==> src/rtl/icache_controller.sv <==
// icache_controller: direct-mapped instruction cache, 8 lines x 16 bytes.
// Hits answer combinationally; misses stall, refill the line, then replay.
module icache_controller #(
  parameter int NUM_LINES   = 8,
  parameter int BLOCK_BYTES = 16
) (
  input  logic         clock,
  input  logic         reset,
  input  logic         read,
  input  logic [9:0]   address,
  output logic [31:0]  instruction,
  output logic         busywait,
  output logic         mem_read,
  output logic [5:0]   mem_address,
  input  logic [127:0] mem_readinstruction,
  input  logic         mem_busywait
);

  localparam int BLK_W = BLOCK_BYTES * 8;
  localparam int IDX_W = $clog2(NUM_LINES);

  typedef enum logic [1:0] {
    IDLE,
    MEM_READ,
    UPDATE
  } state_t;

  state_t state;
  state_t state_nx;

  logic [NUM_LINES-1:0] valid;
  logic [2:0]           tags [NUM_LINES];
  logic [BLK_W-1:0]     data [NUM_LINES];

  logic [2:0]       tag_in;
  logic [IDX_W-1:0] idx;
  logic [1:0]       offset;
  logic             hit;
  logic [BLK_W-1:0] line;
  logic [31:0]      word;
  logic             addr_unused;

  assign tag_in      = address[9:7];
  assign idx         = address[6:4];
  assign offset      = address[3:2];
  assign addr_unused = ^address[1:0];

  assign line = data[idx];
  assign hit  = valid[idx] && (tags[idx] == tag_in);

  // pick the addressed word out of the indexed line
  always_comb begin
    word = line[31:0];
    unique case (offset)
      2'b00: word = line[31:0];
      2'b01: word = line[63:32];
      2'b10: word = line[95:64];
      2'b11: word = line[127:96];
      default: word = line[31:0];
    endcase
  end

  assign instruction = hit ? word : 32'h0;
  assign busywait    = (read && !hit) || (state != IDLE);

  // state register
  always_ff @(posedge clock) begin
    if (reset) state <= IDLE;
    else       state <= state_nx;
  end

  // next state and memory request; address held by the CPU during a miss
  always_comb begin
    state_nx    = state;
    mem_read    = 1'b0;
    mem_address = 6'h0;
    unique case (state)
      IDLE: begin
        if (read && !hit && !mem_busywait) state_nx = MEM_READ;
      end
      MEM_READ: begin
        mem_read    = 1'b1;
        mem_address = {tag_in, idx};
        if (!mem_busywait) state_nx = UPDATE;
      end
      UPDATE: begin
        state_nx = IDLE;
      end
      default: begin
        state_nx = IDLE;
      end
    endcase
  end

  // valid bits: cleared by reset, set when a line is refilled
  always_ff @(posedge clock) begin
    if (reset)                valid      <= '0;
    else if (state == UPDATE) valid[idx] <= 1'b1;
  end

  // tag and data arrays: written only on refill, never reset
  always_ff @(posedge clock) begin
    if (!reset && state == UPDATE) begin
      tags[idx] <= tag_in;
      data[idx] <= mem_readinstruction;
    end
  end

endmodule

==> config.mk <==
export PLATFORM = sky130hd
export DESIGN_NAME = icache_controller
export DESIGN_NICKNAME = d
export VERILOG_FILES = /design/src/rtl/icache_controller.sv
export SDC_FILE = /design/constraint.sdc
export NUM_CORES = 1
export LEC_CHECK = 0
export ABC_CLOCK_PERIOD_IN_PS = 9500
export CAP_MARGIN = 0
export CORE_AREA = 3 3 271 380
export CTS_CLUSTER_SIZE = 40
export DETAILED_ROUTE_END_ITERATION = 8
export DIE_AREA = 0 0 274 383
export GPL_TIMING_DRIVEN = 1
export HOLD_SLACK_MARGIN = 0.1
export SLEW_MARGIN = 20
export SYNTH_ARGS = -nofsm -noshare
export SYNTH_HDL_FRONTEND = slang
export SYNTH_SLANG_ARGS = --single-unit
export TNS_END_PERCENT = 1
==> constraint.sdc <==
create_clock -name clock -period 9.5 [get_ports clock]
set_input_delay 0.95 -clock clock [delete_from_list [all_inputs] [get_ports clock]]
set_output_delay 0.95 -clock clock [all_outputs]
set_load 0.005 [all_outputs]
[After elaboration in Yosys (flattened, before gate mapping)]
Memories as Yosys holds them, arrays and structs flattened.
Index checks and enable logic that the tools add are counted.
Storage, ports and cells
  flip-flop bits (word level): 10
  memory bits (writable): 1048
  output and inout bits: 40
  logic and storage cells: 41
  memories: 2
Operators by class
  magnitude comparators: 2
  equal/unequal tests: 8
  mux-type cells: 13
  bitwise operators: 1
  reduce and logical (&&, ||, !) cells: 13
Memory list
  data: words 8, width 128, rd ports 1, clocked after Yosys merged registers in 0, write ports 1, line 33  | logic [BLK_W-1:0] data [NUM_LINES];
  tags: words 8, width 3, rd ports 1, clocked after Yosys merged registers in 0, write ports 1, line 32  | logic [2:0] tags [NUM_LINES];
Operators with widths (number)
  case mux 32 bit (4 select lines): 1
  2-to-1 mux 32 bit: 1
  OR 8 bit: 1
  == test 2 bit (second input constant): 3
  2-to-1 mux 6 bit: 1
  logical AND 1 bit: 5
  2-to-1 mux 1 bit: 5
  == test 2 x 1 -> 1 bit (second input constant): 2
  logical NOT 2 bit: 2
  < comparator 3 x 4 -> 1 bit (second input constant): 1
  2-to-1 mux 2 bit: 2
  != test 2 bit (second input constant): 2
  case mux 2 bit (2 select lines): 1
  binary-select mux 1 bit (select 3 bit): 1
  demux 1 bit (select 3 bit): 1
  == test 3 bit: 1
  greater-or-equal comparator 3 x 1 -> 1 bit (second input constant): 1
  logical NOT 1 bit: 3
  AND reduction 2 bit: 1
  nonzero test 2 bit: 1
  logical OR 1 bit: 1

[Longest topological paths before layout]
Gate-level depths: netlist of the first run.
  word-level depth: 8
  mapped depth: 10
  gate-level depth less buffers: 6

[Worst setup path before layout of the first run]
OpenSTA, ideal clock, no wires.
  path type: input-to-reg
  from: input address[6]
  to: memory data[1][0] in the netlist's numbering, enable pin
  setup time: 0.623 ns
  arrival: 7.522 ns
  required time: 8.877 ns
  path slack: 1.355 ns
  stages: 7
  buffers on the path: 4
  cell sequence: buf_2 buf_4 nor2_2 buf_2 nand2_1 buf_4 nor2_1
RTL lines
  start, declared: line 10  | input logic [9:0] address,
  end, declared: line 33
Straight into the memory's write port.

[Final worst setup path of the first run]
  from: input address[6]
  to: output instruction[30]
Between the ends
  word-level cells in the longest chain between the ends: 4
  elaborated cells between the ends (all ways): 8
  those cells by class: eq/ne (1); mux (4); reduce/logical (1); memory (2)
Ends and longest elaborated chain
  memory read (8 x 3 bit) / binary-select mux 1 bit (select 3 bit) (equally long branches)
  == test 3 bit / 2-to-1 mux 1 bit (equally long branches): line 49  | assign hit = valid[idx] && (tags[idx] == tag_in);
  logical AND 1 bit: line 49
  2-to-1 mux 32 bit *: line 63  | assign instruction = hit ? word : 32'h0;
  end, declared: line 11  | output logic [31:0] instruction,
Every way passes the cells marked *; elsewhere a longest branch is shown, timed or not. The select of a mux whose other input is x is not followed.

==> results.sh, run 1 <==
export IMPL_antenna_found_initial=29
export IMPL_synthSimpleGateAreaFrac=0.0333
export IMPL_fin_crit_ns=6.29
export IMPL_dpl_hpwl_um=64900
export IMPL_syn_area_mm2=0.0398
export IMPL_h_tree_depth=3
export IMPL_holdPathEnd="valid[7]"
export IMPL_root_buffer="clkbuf_16"
export IMPL_die_x_um=274
export IMPL_drt_met1_wl_um=44800
export IMPL_drive_gt1_frac=0.137
export IMPL_start_kind="primary input"
export IMPL_min_period_over_period=0.662
export IMPL_core_mm2=0.0998
export IMPL_ctsHoldBuffers=0
export IMPL_path_buf_inv=4
export IMPL_holdCritStartpoint="valid[7]"
export IMPL_cts_buffers=96
export IMPL_top_layer="met5"
export IMPL_initial_core_util=0.399
export IMPL_holdPathStages=2
export IMPL_clock_sinks=1058
export IMPL_place_congestion=0.788
export IMPL_status="finished clean"
export IMPL_drc=0
export IMPL_area_growth_pct=16.5
export IMPL_p_clk_frac=0.410
export IMPL_synth_ff_latch_count=1058
export IMPL_path_delay_family="buffers and inverters"
export IMPL_hold_path_class="reg2reg"
export IMPL_worstPathArrival_ns=5.34
export IMPL_layout_commonest_cell="edfxtp_1"
export IMPL_max_freq_ghz=0.159
export IMPL_grt_use_total=0.212
export IMPL_clkTransAtPathRegs_ns=0.06
export IMPL_die_h_um=383
export IMPL_avgViaCountPerCell=5.91
export IMPL_cp_max_fo=56
export IMPL_p_switching_mw=2.01
export IMPL_finalNetCount=2522
export IMPL_synthArstFlopShare=0
export IMPL_syn_nets=2332
export IMPL_routed_via_count=22500
export IMPL_maxCapViolCount=0
export IMPL_rsz0062_at_grt="no"
export IMPL_drtAntennaViolNets=0
export IMPL_ys_types=67
export IMPL_path_cells="buf_6 -> buf_4 -> nor2_2 -> buf_4 -> a221oi_1 -> xnor2_1 -> nand4_2 -> a211oi_1 -> clkdlybuf4s50_1"
export IMPL_sw_frac_of_total=0.211
export IMPL_r2r_slack_ns=6.37
export IMPL_wl_um=113000
export IMPL_cts_setup_buffers=0
export IMPL_power_leakage_nw=14.3
export IMPL_end_kind="primary output"
export IMPL_synthFlopType="edfxtp_1"
export IMPL_required_ns=8.55
export IMPL_synth_xor_area_frac=0.000661
export IMPL_timing_rr_end="data[4][98]"
export IMPL_cts_tree="done"
export IMPL_cp_common_cell="buf_4"
export IMPL_grt_pass1_vias=22000
export IMPL_power_density_mw_per_mm2=206
export IMPL_slew_violations=0
export IMPL_setup_tns_ns=0
export IMPL_num_rows=137
export IMPL_synth_edf_count=1048
export IMPL_cts_resized=0
export IMPL_synthMuxAreaShare=0.0453
export IMPL_avgSynthCellArea_um2=18.2
export IMPL_worstMarginPinSlew_ns=1.26
export IMPL_max_stage_delay_ns=1.13
export IMPL_ff2ff_path_depth=5
export IMPL_synth_area_leaders="edfxtp_1 (79%), a22oi_1 (4.4%), mux2_2 (1.9%)"
export IMPL_grt_pass1_wl_um=160000
export IMPL_r2r_start="state[0]"
export IMPL_wl_met3_um=9570
export IMPL_setup_viol=0
export IMPL_drtIter0Drc=2644
export IMPL_layout_cells_non_filler=3796
export IMPL_synth_fa_ha_area_frac=0
export IMPL_slowest_stage="a211oi_1"
export IMPL_hold_viol=0
export IMPL_dp_cells=3600
export IMPL_ioPinCount=182
export IMPL_synth_top_area_share=0.791
export IMPL_port_buffers=179
export IMPL_ys_seq_area_frac=0.796
export IMPL_wl_per_cell_um=29.7
export IMPL_p_int_mw=7.53
export IMPL_irDropWorstVdd_mv=0.162
export IMPL_dr_wl_met2_um=54900
export IMPL_clk_latency_ns=0.69
export IMPL_combPwrFrac=0.052
export IMPL_drt_pass1_iterations=8
export IMPL_grt_max_degree=125
export IMPL_synth_compound_area_share=0.105
export IMPL_grt_ovfl_total=0
export IMPL_final_cell_mix="edfxtp_1 (1,048), a22oi_1 (231), clkdlybuf4s50_1 (175)"
export IMPL_criticalPathCategory="in2out"
export IMPL_synthCells=2190
export IMPL_synth_top_family_by_area="compound AO/OA/AOI/OAI gates"
export IMPL_clk_path_buf_depth=3
export IMPL_yosysWarningCount=0
export IMPL_design_die_area_mm2=0.105
export IMPL_seq_power_share=0.538
export IMPL_finalClockSkew_ns=0.0332
export IMPL_synth_top_cell_by_area="edfxtp_1"
export IMPL_power_mw=9.54
export IMPL_relSlewSlack=0.163
stage by stage:
stage | utilization | worst slack (ns) | hold WS [ns] | cell area (µm²)
floorplan | - | 1.35 | 0.452 | 39800
global placement | 0.432 | 3.32 | 0.461 | 43100
detailed placement | 0.432 | 3.35 | 0.469 | 43100
CTS | 0.464 | 3.32 | 0.478 | 46300
global route | 0.464 | 2.99 | 0.499 | 46300
finish | 0.465 | 3.21 | 0.484 | 46300
synth_stat cells, drive strengths merged (3+ instances only):
library cell / count
a22oi: 231
and2: 10
clkbuf: 50
o21ai: 37
a22o: 21
dfxtp: 10
o2111ai: 6
nor2: 72
nand3: 8
mux4: 15
o2bb2ai: 8
nor2b: 9
a211oi: 15
a222oi: 18
nor3: 21
mux2i: 72
nand4: 42
nor3b: 4
buf: 94
o221ai: 21
a21oi: 48
o21a: 4
mux2: 66
inv: 13
edfxtp: 1048
a221oi: 27
a221o: 8
nand2: 54
a31oi: 8
nor4: 14
o22ai: 91
and3: 3
o211ai: 7
how the worst max path moves through the flow:
stage | to | slack [ns] | start | cells after the start
2_1_floorplan | data[1][0] | 1.35 | address[6] | 7
3_3_place_gp | instruction[30] | 3.32 | address[6] | 7
3_5_place_dp | instruction[30] | 3.35 | address[6] | 7
4_1_cts | instruction[30] | 3.32 | address[6] | 7
5_1_grt | instruction[30] | 2.99 | address[6] | 9
6_report | instruction[30] | 3.21 | address[6] | 9
metal layers:
metal | GRT usage | vias to the layer above
met2 | 0.343 | 1022
met4 | 0.0710 | 16
li1 | - | 9513
met3 | 0.0540 | 170
met5 | 0 | -
met1 | 0.279 | 11700
power by group through the flow:
stage                     Sequential, mW  Combinational [mW]  Clock, mW
after floorplan                     5.24               0.224          0
after global placement              5.23               0.485          0
after detailed placement            5.24               0.494          0
after CTS                           5.13               0.496       3.97
after global routing                5.13               0.523       4.16
final                               5.13               0.495       3.91
cell families (layout without fill, tap and decap cells):
group,count (synthesis),in the layout
xor gates and xnor gates,3,3
AOI/OAI and AO/OA,571,571
muxes,153,153
buffers and inverters,158,426
and+or+nand+nor,247,247
other,0,18
DFF,1058,1058
state kept, by name, summed over array words and instances, names as in the netlist:
signal	cells
valid	8
data	1024
state	2
tags	24
cell type report:
| cell class | count | area [µm²] |
|---|---|---|
| clock buffer | 112 | 2500 |
| multi-input combinational | 974 | 7430 |
| fill | 8413 | 53400 |
| inverter | 14 | 52.6 |
| sequential | 1058 | 31700 |
| antenna | 18 | 45.0 |
| tap | 1320 | 1650 |
| clock inverter | 64 | 669 |
| timing repair buffer | 236 | 2320 |
worst register-to-register path: cells and delay by family, from the launching register on:
family,cells,cell delay (ns)
and+or+nand+nor,3,1.01
buffers and inverters,2,1.36
DFF,1,0.35
No activity file was read; power rests on OpenSTA's default activity.
==> inputs of run 2 (changes only) <==
Settings changed: ABC_CLOCK_PERIOD_IN_PS 9500 to 5200.
Clock period 9.5 ns to 5.2 ns, I/O delays scaled along.
==> run 2 against run 1 <==
Against the previous run:
- highest routed layer unchanged
- critical endpoint is now instruction[0]
- worst setup slack worse by 2.5 ns
- critical path type unchanged
- clock skew down 0.014 ns
- register-to-register slack worse by 4.0 ns
==> results.sh, run 2 (synthesized netlist as in run 1, its figures left out) <==
export IMPL_status="finished clean"
export IMPL_initial_core_util=0.399
export IMPL_grt_ovfl_total=0
export IMPL_min_period_over_period=0.856
export IMPL_reg_largest_list="data (1024), tags (24), valid (8)"
export IMPL_max_stage_delay_ns=0.64
export IMPL_grt_max_degree=116
export IMPL_design_die_area_mm2=0.105
export IMPL_combPwrFrac=0.055
export IMPL_layout_commonest_cell="edfxtp_1"
export IMPL_finalNetCount=2572
export IMPL_avgViaCountPerCell=5.81
export IMPL_rsz0062_at_grt="no"
export IMPL_dp_cells=3651
export IMPL_fin_crit_ns=4.45
export IMPL_layout_cells_non_filler=3837
export IMPL_drtIter0Drc=2494
export IMPL_ff2ff_path_depth=4
export IMPL_h_tree_depth=3
export IMPL_end_kind="primary output"
export IMPL_required_ns=4.68
export IMPL_worst_hold_slack_ns=0.481
export IMPL_clk_path_buf_depth=3
export IMPL_cts_tree="done"
export IMPL_setup_tns_ns=0
export IMPL_port_buffers=179
export IMPL_ioPinCount=182
export IMPL_hold_path_class="reg2reg"
export IMPL_path_cells="clkbuf_8 -> inv_2 -> nand2_1 -> o22ai_1 -> nor4_1 -> buf_4 -> o221ai_1 -> a21oi_1 -> clkdlybuf4s50_1"
export IMPL_clkTransAtPathRegs_ns=0.06
export IMPL_final_cell_mix="edfxtp_1 (1,048), a22oi_1 (231), clkdlybuf4s50_1 (175)"
export IMPL_p_clk_frac=0.392
export IMPL_drc=0
export IMPL_sw_frac_of_total=0.214
export IMPL_area_growth_pct=17.5
export IMPL_fillers=8348
export IMPL_num_rows=137
export IMPL_drtAntennaViolNets=0
export IMPL_timing_rr_end="data[7][89]"
export IMPL_met1_usage=0.276
export IMPL_p_switching_mw=3.64
export IMPL_grt_pass1_vias=21900
export IMPL_wl_um=110000
export IMPL_grt_busiest_layer="met2"
export IMPL_grt_pass1_wl_um=158000
export IMPL_maxCapViolCount=0
export IMPL_slowest_stage="nor4_1"
export IMPL_r2r_start="state[0]"
export IMPL_relSlewSlack=0.232
export IMPL_cts_resized=0
export IMPL_holdPathStages=2
export IMPL_die_h_um=383
export IMPL_wl_per_cell_um=28.8
export IMPL_clock_sinks=1058
export IMPL_core_mm2=0.0998
export IMPL_power_leakage_nw=14.5
export IMPL_ctsHoldBuffers=0
export IMPL_holdCritStartpoint="valid[2]"
export IMPL_cp_max_fo=44
export IMPL_power_density_mw_per_mm2=364
export IMPL_slew_violations=0
export IMPL_antenna_found_initial=20
export IMPL_finalClockSkew_ns=0.0192
export IMPL_largest_register_ffs=1024
export IMPL_cts_setup_buffers=0
export IMPL_irDropWorstVdd_mv=0.237
export IMPL_gr_usage_met3=0.0438
export IMPL_worstPathArrival_ns=3.93
export IMPL_holdPathEnd="valid[2]"
export IMPL_criticalPathCategory="in2out"
export IMPL_worstMarginPinSlew_ns=1.15
export IMPL_grt_use_total=0.206
export IMPL_p_int_mw=13.4
export IMPL_cts_buffers=97
export IMPL_gr_usage_met2=0.341
export IMPL_hold_viol=0
export IMPL_top_register="data"
export IMPL_place_congestion=0.824
export IMPL_dpl_hpwl_um=66500
export IMPL_root_buffer="clkbuf_16"
export IMPL_r2r_slack_ns=2.34
export IMPL_seq_power_share=0.552
export IMPL_routed_via_count=22300
export IMPL_max_freq_ghz=0.225
export IMPL_drt_pass1_iterations=8
export IMPL_clk_latency_ns=0.67
export IMPL_setup_viol=0
export IMPL_start_kind="primary input"
export IMPL_drive_gt1_frac=0.151
export IMPL_die_x_um=274
## run 2: changes by cell type in the layout (fill, tap and decap cells not counted), sizes merged
cell	change
inv	+2
clkinvlp	-7
bufinv	-10
clkinv	+4
buf	+51
clkbuf	+4
diode	-3
## run 2: final cells by class
type / count / area, µm² / area share
clock buffer: 118 / 2580 / 0.0552
antenna: 15 / 37.5 / 0.000803
tap: 1320 / 1650 / 0.0353
sequential: 1058 / 31700 / 0.678
inverter: 14 / 52.6 / 0.00112
clock inverter: 53 / 363 / 0.00777
timing repair buffer: 285 / 2940 / 0.0628
multi-input combinational: 974 / 7430 / 0.159
## run 2: power groups by stage
stage          clock (mW)  sequential, mW  combinational (mW)
6_report             6.67            9.38               0.940
5_1_grt              7.11            9.38               0.993
4_1_cts              6.77            9.38               0.942
3_5_place_dp            0            9.56               0.939
3_3_place_gp            0            9.56               0.923
2_1_floorplan           0            9.57               0.410
## run 2: worst max-delay path by stage
stage	start	endpoint
floorplan	address[4]	data[5][0]
global placement	address[4]	instruction[0]
detailed placement	address[4]	instruction[0]
CTS	address[4]	instruction[0]
global route	address[4]	instruction[0]
finish	address[4]	instruction[0]
## run 2: worst max-delay path: cells and delay by family
kind / cells / cell delay, ns
buf+inv: 4 / 1.41
simple gates: 2 / 1.24
compound gates: 3 / 0.70
## run 2: stage by stage
step / total power, mW / util / setup WS (ns) / instance area (µm²)
after floorplan: 9.98 / - / -0.197 / 39800
after global placement: 10.5 / 0.438 / 0.744 / 43700
after detailed placement: 10.5 / 0.438 / 0.707 / 43700
after CTS: 17.1 / 0.468 / 0.672 / 46700
after global routing: 17.5 / 0.468 / 0.660 / 46700
final: 17.0 / 0.468 / 0.747 / 46700
## run 2: layer usage
layer | part of all wire | up-vias
li1 | - | 9604
met1 | 0.40 | 11600
met2 | 0.49 | 965
met3 | 0.078 | 139
met4 | 0.025 | 10
met5 | 0.00058 | -
